<file path="config.mk">
export PLATFORM = sky130hd
export DESIGN_NAME = eth_tx_framer
export DESIGN_NICKNAME = d
export VERILOG_FILES = /design/src/rtl/eth_pkg.sv /design/src/rtl/eth_crc32_byte.sv /design/src/rtl/eth_tx_framer.sv
export SDC_FILE = /design/constraint.sdc
export NUM_CORES = 1
export LEC_CHECK = 0
export CAP_MARGIN = 10
export CELL_PAD_IN_SITES_DETAIL_PLACEMENT = 1
export CELL_PAD_IN_SITES_GLOBAL_PLACEMENT = 1
export CORE_MARGIN = 8
export CORE_UTILIZATION = 50
export CTS_CLUSTER_SIZE = 8
export DETAILED_ROUTE_END_ITERATION = 16
export GPL_TIMING_DRIVEN = 0
export PLACE_DENSITY = 0.9
export SYNTH_ARGS = -nofsm -noshare
export SYNTH_HDL_FRONTEND = slang
export SYNTH_SLANG_ARGS = --single-unit
</file>
<file path="constraint.sdc">
create_clock -name ETH_CLK -period 4.42 [get_ports ETH_CLK]
set_input_delay 1.105 -clock ETH_CLK [delete_from_list [all_inputs] [get_ports ETH_CLK]]
set_output_delay 1.105 -clock ETH_CLK [all_outputs]
set_load 0.02 [all_outputs]
</file>
<file path="src/rtl/eth_pkg.sv">
// Shared Ethernet definitions: CRC-32 constants, TX framer states,
// and default frame-length limits.
package eth_pkg;

  localparam logic [31:0] ETH_CRC_POLY    = 32'hEDB88320;
  localparam logic [31:0] ETH_CRC_INIT    = 32'hFFFFFFFF;
  localparam logic [31:0] ETH_CRC_RESIDUE = 32'hDEBB20E3;

  localparam int ETH_MIN_DATA = 60;
  localparam int ETH_MAX_DATA = 508;

  typedef enum logic [2:0] {
    DATA,
    PAD,
    FCS,
    WAIT_LAST,
    DISCARD
  } tx_fr_state_t;

endpackage

</file>
<file path="src/rtl/eth_crc32_byte.sv">
// Combinational reflected CRC-32 step over one byte.
// Ports: crc_in (running CRC), data (byte), crc_out (updated CRC).
module eth_crc32_byte
  import eth_pkg::*;
(
  input  logic [31:0] crc_in,
  input  logic [7:0]  data,
  output logic [31:0] crc_out
);

  logic [31:0] c;

  always_comb begin
    c = crc_in ^ {24'h0, data};
    for (int i = 0; i < 8; i++) begin
      c = c[0] ? ((c >> 1) ^ ETH_CRC_POLY) : (c >> 1);
    end
    crc_out = c;
  end

endmodule

</file>
<file path="src/rtl/eth_tx_framer.sv">
// Ethernet TX framer: pads short frames, truncates long ones, appends FCS.
// Ports: ETH_CLK/ETH_RSTn, s_* input bytes, m_* output bytes to MAC,
// frame_done (last FCS byte taken), trunc_err (frame over MAX_DATA).
module eth_tx_framer
  import eth_pkg::*;
#(
  parameter int MIN_DATA = ETH_MIN_DATA,
  parameter int MAX_DATA = ETH_MAX_DATA
) (
  input  logic       ETH_CLK,
  input  logic       ETH_RSTn,
  input  logic       s_valid,
  output logic       s_ready,
  input  logic [7:0] s_data,
  input  logic       s_last,
  output logic       m_valid,
  input  logic       m_ready,
  output logic [7:0] m_data,
  output logic       m_last,
  output logic       frame_done,
  output logic       trunc_err
);

  localparam int CW = $clog2(MAX_DATA + 1);

  tx_fr_state_t  state_q, state_d;
  logic [31:0]   crc_q, crc_d, crc_nx, fcs;
  logic [CW-1:0] cnt_q, cnt_d, cnt_inc;
  logic [1:0]    idx_q, idx_d;
  logic          drop_q, drop_d;
  logic          m_valid_q, m_valid_d;
  logic [7:0]    m_data_q, m_data_d;
  logic          m_last_q, m_last_d;
  logic          done_q, done_d;
  logic          trunc_q, trunc_d;
  logic          adv, in_xfer;
  logic [7:0]    crc_byte;
  int            cnt_nx;

  assign adv      = !m_valid_q || m_ready;
  assign s_ready  = ETH_RSTn &&
                    ((state_q == DATA && adv) || state_q == DISCARD);
  assign in_xfer  = s_valid && s_ready;
  assign crc_byte = (state_q == PAD) ? 8'h00 : s_data;
  assign fcs      = ~crc_q;
  assign cnt_nx   = int'(cnt_q) + 1;
  assign cnt_inc  = (int'(cnt_q) == MAX_DATA) ? cnt_q : cnt_q + CW'(1);

  assign m_valid    = m_valid_q;
  assign m_data     = m_data_q;
  assign m_last     = m_last_q;
  assign frame_done = done_q;
  assign trunc_err  = trunc_q;

  eth_crc32_byte u_crc (
    .crc_in  (crc_q),
    .data    (crc_byte),
    .crc_out (crc_nx)
  );

  always_comb begin
    state_d   = state_q;
    crc_d     = crc_q;
    cnt_d     = cnt_q;
    idx_d     = idx_q;
    drop_d    = drop_q;
    m_valid_d = m_valid_q && !m_ready;
    m_data_d  = m_data_q;
    m_last_d  = m_last_q;
    done_d    = 1'b0;
    trunc_d   = 1'b0;
    unique case (state_q)
      DATA: begin
        if (in_xfer) begin
          m_valid_d = 1'b1;
          m_data_d  = s_data;
          m_last_d  = 1'b0;
          crc_d     = crc_nx;
          cnt_d     = cnt_inc;
          if (s_last) begin
            state_d = (cnt_nx < MIN_DATA) ? PAD : FCS;
          end else if (cnt_nx == MAX_DATA) begin
            trunc_d = 1'b1;
            drop_d  = 1'b1;
            state_d = FCS;
          end
        end
      end
      PAD: begin
        if (adv) begin
          m_valid_d = 1'b1;
          m_data_d  = 8'h00;
          m_last_d  = 1'b0;
          crc_d     = crc_nx;
          cnt_d     = cnt_inc;
          if (cnt_nx == MIN_DATA) state_d = FCS;
        end
      end
      FCS: begin
        if (adv) begin
          m_valid_d = 1'b1;
          m_data_d  = fcs[{idx_q, 3'b000} +: 8];
          m_last_d  = (idx_q == 2'd3);
          idx_d     = idx_q + 2'd1;
          if (idx_q == 2'd3) state_d = WAIT_LAST;
        end
      end
      WAIT_LAST: begin
        if (m_valid_q && m_ready) begin
          done_d   = 1'b1;
          m_last_d = 1'b0;
          crc_d    = ETH_CRC_INIT;
          cnt_d    = '0;
          idx_d    = '0;
          state_d  = drop_q ? DISCARD : DATA;
        end
      end
      DISCARD: begin
        if (in_xfer && s_last) begin
          drop_d  = 1'b0;
          state_d = DATA;
        end
      end
      default: state_d = DATA;
    endcase
  end

  always_ff @(posedge ETH_CLK) begin
    if (!ETH_RSTn) begin
      state_q   <= DATA;
      crc_q     <= ETH_CRC_INIT;
      cnt_q     <= '0;
      idx_q     <= '0;
      drop_q    <= 1'b0;
      m_valid_q <= 1'b0;
      m_data_q  <= 8'h00;
      m_last_q  <= 1'b0;
      done_q    <= 1'b0;
      trunc_q   <= 1'b0;
    end else begin
      state_q   <= state_d;
      crc_q     <= crc_d;
      cnt_q     <= cnt_d;
      idx_q     <= idx_d;
      drop_q    <= drop_d;
      m_valid_q <= m_valid_d;
      m_data_q  <= m_data_d;
      m_last_q  <= m_last_d;
      done_q    <= done_d;
      trunc_q   <= trunc_d;
    end
  end

endmodule

</file>
==> qor.txt, run 1 <==
TritonCTS Buffers: 9
Setup TNS: 0 ns
PnR worst setup slack: 0.1478 ns
Syn Std Cell Area: 3880 um^2
Post-synth top flop: dfxtp_1
Status: completed
Area leader, netlist: dfxtp_1
DR WL/cell: 22.64 um
Clk sinks: 59
Post-synth EDFFs: 0
Root Buffer: clkbuf_8
Final setup fails: 0
Total global routing track utilization: 23.38%
Worst skew pair latency: 0.34 ns
Initial DRC Count: 284
Worst hold path endpoint: drop_q
CP Capture Type: output port
Core Footprint: 7607 um^2
Initial antenna violation count: 0
Layout cell share with drive strength beyond 1: 9.698%
Delay-heaviest family, CP: buffers and inverters
RSZ-0062 raised after global routing: no
R2r worst-path depth: 6
Post-synthesis mux area share: 4.902%
Pwr Density: 795.0 nW/um^2
Net count, final: 477
FF/Latch Area: 1181 um^2
Post-CTS setup buffers: 0
R2R Path End: crc_q[16]
Worst EP required: 3.31 ns
Syn-to-layout area delta: 13.25%
Combined buffer and inverter count along the critical path: 3
H-tree Lvls: 3
Fin crit share: 96.66%
ANT nets after route: 0
Yosys cell types: 63
Worst Clk Skew: 0.005981 ns
Internal power: 2040 uW
Longest Clk Path Bufs: 2
R2R Setup Slk: 1.66 ns
Async SR Flop Fraction: 0%
Worst Max-Slew Pin Slew: 0.9630 ns
Die width: 104.1 um
Commonest cells post-synth: dfxtp_1 (59), nor2_1 (43), xnor2_1 (43)
Most common cell in the netlist: dfxtp_1
Inserted Diodes: 0
Post-CTS Resized: 0
Most Frequent Cell on Critical Path: clkdlybuf4s50_1
Final-report max-slew violation count: 0
Number of port buffers: 22
# DRC: 0
I/O pins: 26
CP cell instances: clkdlybuf4s50_1 > clkbuf_1 > nand2_1 > a21oi_1 > clkdlybuf4s50_1
Top cells by area, synth: dfxtp_1 (30%), xnor2_1 (9.7%), xnor3_1 (5.8%)
Xor-xnor portion of the synthesized cell area: 23.83%
Compound-Gate Fraction of Synth Area: 18.54%
WL final: 12810 um
Largest family of logic cells by synthesized area: XOR/XNOR gates
Pin count of the biggest net entering global routing: 11
Peak VDD IR: 486.1 uV
Leak Pwr: 0.001643 uW
Pre-Repair DR Iteration Count: 5
Slowest CP cell: clkdlybuf4s50_1
Maximum capacitance violations: 0
Final GP Congestion: 0.8601
Hold-fix buffers, CTS: 0
Comb power frac: 64.0%
Crit Path Max Fanout: 10
Vias per cell: 6.343
Rows: 32
Mean Syn Cell Area: 9.065 um^2
Crit path time final: 4.272 ns
Clock share of power: 13.0%
Psw: 1453 uW
CTS tree: built
Min-Delay Path Depth: 1
Synth top area share: 30.44%
Adder-cell area share of the yosys netlist: 0.9674%
Vias in the first global route: 3661
Max incr delay on CP: 0.66 ns
Area of the multi-input gates: 2544 um^2
Die ar.: 10830 um^2
Post-synthesis simple-gate area fraction: 17.32%
Starting Density: 51.00%
Yosys warning total: 0
Synth Register Bits: 59
FILL cells: 892
Sequential power share: 23.0%
Hold Violations, Final: 0
Placed wire-length estimate: 9117 um
Die height: 104.1 um
Worst hold path type: reg2reg
Total number of vias: 3590
Global-route wire length before repair: 19870 um
Post-Syn Instances: 428
Rel. slew slack: 35.31%
Post-synthesis sequential area ratio: 30.44%
Crit Path Class: in2out
Congestion Overflow GR: 0
Mapped Nets: 444
Sw frac: 41.60%
Reg2reg start: state_q[1]
Clock slew at reported path FFs: 0.07 ns
Fmax: 234.1 MHz
Worst slack, placed: 0.3070 ns
Arr. time, crit path: 3.17 ns
Startpoint of the worst hold path: drop_q
Crit start category: primary input
## worst max path at each step
stage	end	slack (ns)	cells after the start	startpoint
after floorplan	s_ready	1.52	3	ETH_RSTn
after global placement	s_ready	0.33	5	ETH_RSTn
after detailed placement	s_ready	0.31	5	ETH_RSTn
after CTS	s_ready	0.19	5	ETH_RSTn
after global routing	s_ready	0.07	5	ETH_RSTn
final	s_ready	0.15	5	ETH_RSTn
## per-layer routing
layer	GRT usage [%]	vias up	routed length (um)
li1	-	1597	-
met2	38.45	178	6269
met1	28.30	1780	5241
met3	5.390	35	946
met5	0	-	0
met4	10.86	0	354
## final cells by class
type                            count  share of cell area [%]
Buffer                             28                   2.591
Multi-Input combinational cell    330                   57.89
Sequential cell                    59                   26.88
Timing Repair Buffer               22                   5.011
Clock buffer                       11                   3.445
Tap cell                          102                   2.904
Clock inverter                      3                  0.3417
Inverter                           11                  0.9396
## power by group through the flow
stage | sequential, uW | clock (uW) | combinational [uW]
2_1_floorplan | 780 | 0 | 1720
3_3_place_gp | 793 | 0 | 2040
3_5_place_dp | 806 | 0 | 2170
4_1_cts | 798 | 455 | 2210
5_1_grt | 815 | 477 | 2350
6_report | 804 | 454 | 2240
## cell families after synthesis
| family | after synthesis |
|---|---|
| XOR/XNOR | 74 |
| AO/OA/AOI/OAI | 107 |
| multiplexers | 9 |
| buffers and inverters | 39 |
| AND/OR/NAND/NOR | 137 |
| adder cells (fa/ha/maj) | 3 |
| flip-flops | 59 |
## metrics by stage
step           cells  area, um^2  util, %  hold slack [ns]  power [uW]
2_1_floorplan    428        3880        -           0.4410        2504
3_3_place_gp     552        4228    55.58           0.4568        2833
3_5_place_dp     552        4228    55.58           0.4698        2972
4_1_cts          566        4394    57.76           0.4858        3463
5_1_grt          566        4394    57.76           0.5004        3645
6_report         566        4394    57.76           0.4863        3493
## state kept, by name (all words and copies together), names as in the netlist
name,count
state_q,3
frame_done,1
idx_q,2
trunc_err,1
m_last,1
cnt_q,9
m_valid,1
drop_q,1
m_data,8
crc_q,32
## worst reg2reg max path, delay by kind of cell (launching register included)
| family | cells | cell delay (ns) |
|---|---|---|
| AOI/OAI and AO/OA | 2 | 0.70 |
| buffers and inverters | 1 | 0.17 |
| DFF | 1 | 0.30 |
| and+or+nand+nor | 3 | 1.44 |
## placed cells by master, fill, tap and decap left out, types with 3 or more instances in the layout
master           count
nand2_1             40
o21ai_0             13
a21oi_1             27
xor3_1               6
clkbuf_1            21
clkinv_2             3
buf_2                5
clkdlybuf4s50_1     22
mux4_2               8
ha_1                 3
xnor3_1             10
and3_1               4
inv_1               10
o2bb2ai_1            6
nor3_1               6
nor4_1               3
nor2_1              43
and2_1               6
clkbuf_8            11
xnor2_1             43
o21ai_1              4
a211o_1              3
o22ai_1             20
o211ai_1             4
or3_1                8
xnor2_2              3
a22oi_1              9
dfxtp_1             59
nand3_1              6
xor2_1              10
Note: power is estimated with default switching activity, not from simulation.
==> inputs of run 2 (changes only) <==
--- a/config.mk
+++ b/config.mk
@@ -13,6 +13,7 @@
 export CTS_CLUSTER_SIZE = 8
 export DETAILED_ROUTE_END_ITERATION = 16
 export GPL_TIMING_DRIVEN = 0
+export HOLD_SLACK_MARGIN = 0.03
 export PLACE_DENSITY = 0.9
 export SYNTH_ARGS = -nofsm -noshare
 export SYNTH_HDL_FRONTEND = slang
==> results of run 2 <==
The final DEF is identical to that of run 1; final timing and power are the same.
